$ cat src/rtl/speed_ctrl.sv
// rtl/speed_ctrl.sv - entry/exit control FSM driving the speed datapath and barrier strobes
module speed_ctrl #(
    parameter int WIDTH_SPEED = 14,
    parameter int SPEED_LIMIT = 60,
    parameter int MAX_VEH     = 3,
    parameter int TIMEOUT_CYC = 100000000,
    parameter int OPEN_CYC    = 150000000,
    parameter int WIDTH_CNT   = 28
) (
    input  logic                   clk,
    input  logic                   reset_n,
    input  logic                   sen1,
    input  logic                   sen2,
    input  logic                   sen_exit,
    input  logic                   done,
    input  logic [WIDTH_SPEED-1:0] speed,
    input  logic [1:0]             num_veh,
    output logic                   init,
    output logic                   count,
    output logic                   cal,
    output logic                   up,
    output logic                   down,
    output logic                   en,
    output logic                   dis,
    output logic                   reject,
    output logic                   busy
);

    typedef enum logic [2:0] {
        S_IDLE   = 3'd0,
        S_TIMING = 3'd1,
        S_CALC   = 3'd2,
        S_DECIDE = 3'd3,
        S_OPEN   = 3'd4,
        S_CLOSE  = 3'd5
    } state_t;

    localparam logic [WIDTH_CNT-1:0]   C_TIMEOUT_LAST = WIDTH_CNT'(TIMEOUT_CYC - 1);
    localparam logic [WIDTH_CNT-1:0]   C_OPEN_LAST    = WIDTH_CNT'(OPEN_CYC - 1);
    localparam logic [WIDTH_CNT-1:0]   C_CNT_ONE      = WIDTH_CNT'(1);
    localparam logic [WIDTH_SPEED-1:0] C_SPEED_LIMIT  = WIDTH_SPEED'(SPEED_LIMIT);
    localparam logic [2:0]             C_MAX_VEH      = 3'(MAX_VEH);

    state_t                 r_state;
    state_t                 w_next;
    logic [WIDTH_CNT-1:0]   r_cnt;

    // bit0/bit1 form the synchronizer, bit2 is the delay flop used for edge detection
    logic [2:0]             r_sen1_sh;
    logic [2:0]             r_sen2_sh;
    logic [2:0]             r_exit_sh;
    logic                   r_sen1_edge;
    logic                   r_sen2_edge;
    logic                   r_exit_edge;

    logic                   w_admit;

    logic                   r_init;
    logic                   r_count;
    logic                   r_cal;
    logic                   r_up;
    logic                   r_down;
    logic                   r_en;
    logic                   r_dis;
    logic                   r_reject;
    logic                   r_busy;

    // A zero speed means the divide failed (divide by zero or overflow), so it never admits
    assign w_admit = (speed != '0) && (speed <= C_SPEED_LIMIT) && ({1'b0, num_veh} < C_MAX_VEH);

    // Synchronize the three sensors and register a one-cycle rising-edge pulse for each
    always_ff @(posedge clk) begin
        if (reset_n) begin
            r_sen1_sh   <= '0;
            r_sen2_sh   <= '0;
            r_exit_sh   <= '0;
            r_sen1_edge <= 1'b0;
            r_sen2_edge <= 1'b0;
            r_exit_edge <= 1'b0;
        end else begin
            r_sen1_sh   <= {r_sen1_sh[1:0], sen1};
            r_sen2_sh   <= {r_sen2_sh[1:0], sen2};
            r_exit_sh   <= {r_exit_sh[1:0], sen_exit};
            r_sen1_edge <= r_sen1_sh[1] & ~r_sen1_sh[2];
            r_sen2_edge <= r_sen2_sh[1] & ~r_sen2_sh[2];
            r_exit_edge <= r_exit_sh[1] & ~r_exit_sh[2];
        end
    end

    // Next-state decode; a sen2 edge on the timeout cycle still wins over the timeout
    always_comb begin
        w_next = r_state;
        case (r_state)
            S_IDLE: begin
                if (r_sen1_edge) begin
                    w_next = S_TIMING;
                end
            end
            S_TIMING: begin
                if (r_sen2_edge) begin
                    w_next = S_CALC;
                end else if (r_cnt == C_TIMEOUT_LAST) begin
                    w_next = S_IDLE;
                end
            end
            S_CALC: begin
                if (done) begin
                    w_next = S_DECIDE;
                end
            end
            S_DECIDE: begin
                w_next = w_admit ? S_OPEN : S_IDLE;
            end
            S_OPEN: begin
                if (r_cnt == C_OPEN_LAST) begin
                    w_next = S_CLOSE;
                end
            end
            S_CLOSE: begin
                w_next = S_IDLE;
            end
            default: begin
                w_next = S_IDLE;
            end
        endcase
    end

    // State, cycle counter and strobes, all decoded from the next state so they line up with it
    always_ff @(posedge clk) begin
        if (reset_n) begin
            r_state  <= S_IDLE;
            r_cnt    <= '0;
            r_init   <= 1'b0;
            r_count  <= 1'b0;
            r_cal    <= 1'b0;
            r_up     <= 1'b0;
            r_en     <= 1'b0;
            r_dis    <= 1'b0;
            r_reject <= 1'b0;
            r_busy   <= 1'b0;
        end else begin
            r_state <= w_next;
            if (w_next != r_state) begin
                r_cnt <= '0;
            end else if ((r_state == S_TIMING) || (r_state == S_OPEN)) begin
                r_cnt <= r_cnt + C_CNT_ONE;
            end
            r_init   <= (w_next == S_IDLE);
            r_count  <= (w_next == S_TIMING);
            r_cal    <= (w_next == S_CALC) && (r_state != S_CALC);
            r_up     <= (r_state == S_DECIDE) && (w_next == S_OPEN);
            r_en     <= (w_next == S_OPEN);
            r_dis    <= (w_next == S_CLOSE) || ((r_state == S_DECIDE) && (w_next == S_IDLE));
            r_reject <= ((r_state == S_TIMING) || (r_state == S_DECIDE)) && (w_next == S_IDLE);
            r_busy   <= (w_next != S_IDLE);
        end
    end

    // Exit path runs beside the FSM; an empty lot never produces a down pulse
    always_ff @(posedge clk) begin
        if (reset_n) begin
            r_down <= 1'b0;
        end else begin
            r_down <= r_exit_edge && (num_veh != 2'd0);
        end
    end

    assign init   = r_init;
    assign count  = r_count;
    assign cal    = r_cal;
    assign up     = r_up;
    assign down   = r_down;
    assign en     = r_en;
    assign dis    = r_dis;
    assign reject = r_reject;
    assign busy   = r_busy;

endmodule

$ cat config.mk
export PLATFORM = sky130hd
export DESIGN_NAME = speed_ctrl
export DESIGN_NICKNAME = d
export VERILOG_FILES = /design/src/rtl/speed_ctrl.sv
export SDC_FILE = /design/constraint.sdc
export NUM_CORES = 1
export LEC_CHECK = 0
export BUFFER_PORTS_ARGS = -buffer_cell sky130_fd_sc_hd__buf_2
export CORE_MARGIN = 10
export CORE_UTILIZATION = 61
export CTS_CLUSTER_DIAMETER = 30
export DETAILED_ROUTE_END_ITERATION = 6
export GPL_TIMING_DRIVEN = 0
export PLACE_DENSITY_LB_ADDON = 0.2
export SLEW_MARGIN = 20
export SYNTH_ARGS = -nofsm -noshare
export SYNTH_HDL_FRONTEND = slang
export SYNTH_SLANG_ARGS = --single-unit
export TNS_END_PERCENT = 1
$ cat constraint.sdc
create_clock -name clk -period 3.75 [get_ports clk]
set_input_delay 0.1875 -clock clk [delete_from_list [all_inputs] [get_ports clk]]
set_output_delay 0.1875 -clock clk [all_outputs]
set_load 0.01 [all_outputs]
==> results.sh <==
export IMPL_area_growth_pct=13.2
export IMPL_gp_congestion=0.816
export IMPL_p_per_area_nw_per_um2=360
export IMPL_wl_per_cell_um=13.8
export IMPL_rsz0062_at_grt="no"
export IMPL_n_antenna_cell=0
export IMPL_die_area_um2=6640
export IMPL_stdcell_area_um2=2610
export IMPL_start_kind="flop"
export IMPL_dr_pass1_iters=4
export IMPL_hold_buffers=0
export IMPL_syn_area_per_cell_um2=9.69
export IMPL_fp_dieH_um=81.5
export IMPL_die_x_um=81.5
export IMPL_comb_power_share_pct=5.0
export IMPL_drive_gt1_share_pct=21.0
export IMPL_synth_lib_cells_used_distinct=49
export IMPL_vias=1742
export IMPL_h_tree_depth=2
export IMPL_clock_sinks=52
export IMPL_routed_wl_mm=4.48
export IMPL_insertion_delay_ns=0.31
export IMPL_cts_made_buffers=5
export IMPL_cts_buffer_depth=2
export IMPL_max_cap_violations=0
export IMPL_sw_frac_of_total_pct=23.7
export IMPL_relSlewSlack_pct=64.5
export IMPL_syn_area_um2=2310
export IMPL_hold_start="sen2"
export IMPL_final_cell_mix="52 x dfxtp_1, 34 x nor2_1, 32 x buf_2"
export IMPL_tightestPinTransition_ns=0.527
export IMPL_fmax_mhz=504
export IMPL_track_usage_pct=14.0
export IMPL_post_route_min_period_ns=1.99
export IMPL_synthesis_nets=261
export IMPL_overflow=0
export IMPL_cts_resized=0
export IMPL_syn_inst=238
export IMPL_root_buffer="clkbuf_8"
export IMPL_numPortBuffers=30
export IMPL_fin_skew_ns=0.00465
export IMPL_power_leakage_nw=1.05
export IMPL_grt_max_degree=19
export IMPL_holdPathStages=2
export IMPL_grt_pass1_wl_mm=7.47
export IMPL_p_int_mw=0.716
export IMPL_report_final_setup_viol=0
export IMPL_post_dp_hpwl_mm=3.33
export IMPL_cts_tree="done"
export IMPL_synth_main_ff_cell="dfxtp_1"
export IMPL_fin_cells=324
export IMPL_dr_first_iter_drc_count=112
export IMPL_nNetsFinal=298
export IMPL_dp_cells=316
export IMPL_max_vdd_ir_drop_uv=291
export IMPL_rr_startpoint="r_state[0]"
export IMPL_r2r_cells=5
export IMPL_coreArea_um2=3660
export IMPL_yosys_register_bits=52
export IMPL_place_area_um2=2520
export IMPL_end_kind="flop"
export IMPL_synth_top_area_share_pct=45.1
export IMPL_status="finished clean"
export IMPL_utilization_pct=71.3
export IMPL_p_seq_share_pct=59.9
export IMPL_start_util_pct=63.0
export IMPL_synth_edf_count=0
export IMPL_fin_setup_tns_ns=0
export IMPL_path_clk_slew_ns=0.10
export IMPL_final_antenna_net_count=0
export IMPL_vias_per_cell=5.38
export IMPL_hold_path_class="in2reg"
export IMPL_final_common_cell="dfxtp_1"
export IMPL_drv_slew=0
export IMPL_synth_seq_area_share_pct=45.1
export IMPL_clkPwrFrac_pct=35.1
export IMPL_nFillCells=284
export IMPL_ff2ff_setup_slack_ns=1.76
export IMPL_std_cell_rows=22
export IMPL_synth_top_cell_by_area="dfxtp_1"
export IMPL_r2r_end="r_cnt[17]"
export IMPL_synthArstFlopShare_pct=0
export IMPL_crit_fanout=7
export IMPL_io_pins=31
export IMPL_path_class="reg2reg"
export IMPL_period_share_pct=52.9
export IMPL_worstPathRequired_ns=3.94
export IMPL_route_detailed_drc=0
export IMPL_cts_setup_buffers=0
export IMPL_first_global_vias=1649
export IMPL_crit_arrival_ns=2.17
export IMPL_synth_warnings=0
export IMPL_whs_endpoint="r_sen2_sh[0]"
export IMPL_switchingPower_mw=0.223
export IMPL_antenna_found_initial=0
export IMPL_hold_viol=0
export IMPL_yosys_top_cells_area="dfxtp_1 45%, xnor2_1 6.1%, nor2_1 5.5%"
==> metal layers <==
layer / vias to the layer above / share of wire (%) / GRT usage (%)
met3: 7 / 4.5 / 4.37
met2: 23 / 47 / 21.8
li1: 903 / - / -
met5: - / 0 / 0
met1: 809 / 47 / 18.0
met4: 0 / 1.3 / 4.67
==> how the worst max path moves through the flow <==
stage / start / slack, ns / end / cells after the start
2_1_floorplan: r_cnt[0] / 2.11 / r_cnt[27] / 7
3_3_place_gp: r_state[0] / 1.82 / r_cnt[9] / 5
3_5_place_dp: r_cnt[0] / 1.79 / r_cnt[3] / 7
4_1_cts: r_cnt[0] / 1.78 / r_cnt[7] / 7
5_1_grt: r_state[0] / 1.51 / r_cnt[17] / 5
6_report: r_state[0] / 1.76 / r_cnt[17] / 5
==> power by group through the flow <==
stage / Clock, mW / Combinational [mW] / Sequential (mW)
floorplan: 0 / 0.0247 / 0.576
global placement: 0 / 0.0465 / 0.575
detailed placement: 0 / 0.0476 / 0.575
CTS: 0.338 / 0.0478 / 0.562
global route: 0.363 / 0.0524 / 0.564
finish: 0.330 / 0.0473 / 0.562
==> cells in the mapped netlist, types with 2 or more instances <==
cell	number
dfxtp_1	52
nor2_1	34
xnor2_1	16
nor2b_1	13
nand2_1	11
xor2_1	11
nand4_1	9
nand3_1	8
nor3_1	8
nor4_1	6
and2_1	5
inv_1	5
and4_1	4
nor4_2	4
and3_1	3
buf_4	3
nand3b_1	3
nor4_4	3
and3b_1	2
and4b_1	2
buf_2	2
buf_6	2
mux2i_1	2
nand2_2	2
nor3b_1	2
o211a_1	2
o21ai_0	2
==> worst max-delay path, cell delays in order, from the launching register on <==
cell,delay (ns)
dfxtp_1,0.50
inv_1,0.15
nor4_1,0.49
o211ai_1,0.16
a21boi_1,0.46
nor2_1,0.10
==> layout make-up <==
type / count / area, um^2 / share of cell area, %
well taps: 48 / 60.1 / 2.30
plain buffers: 8 / 58.8 / 2.25
repair buffers: 30 / 150 / 5.75
inverters: 5 / 18.8 / 0.719
multi-input cells: 173 / 1190 / 45.5
flip-flops and latches: 52 / 1040 / 39.9
clock buffers: 5 / 68.8 / 2.64
clock inverters: 3 / 25.0 / 0.959
==> kinds of logic (layout without fill, tap and decap cells) <==
family / count (synthesis) / in the layout / share of synthesized area [%]
DFF: 52 / 52 / 45.1
adders and majority gates: 1 / 1 / 0.543
and+or+nand+nor: 128 / 128 / 34.5
AOI/OAI and AO/OA: 14 / 14 / 4.61
muxes: 2 / 2 / 0.868
xor gates and xnor gates: 28 / 28 / 11.0
buffers and inverters: 13 / 51 / 3.36
==> flip-flops by register name, indices dropped and copies added (netlist names), 3 cells and up <==
name,cells
r_cnt,28
r_state,3
r_sen2_sh,3
r_sen1_sh,3
r_exit_sh,3
==> metrics by stage <==
step / setup WS (ns) / power [mW] / hold WS [ns]
after floorplan: 2.11 / 0.601 / 0.267
after global placement: 1.82 / 0.622 / 0.370
after detailed placement: 1.79 / 0.623 / 0.374
after CTS: 1.78 / 0.948 / 0.0783
after global routing: 1.51 / 0.979 / 0.0731
final: 1.76 / 0.940 / 0.0791
(Power assumes the default switching activity.)
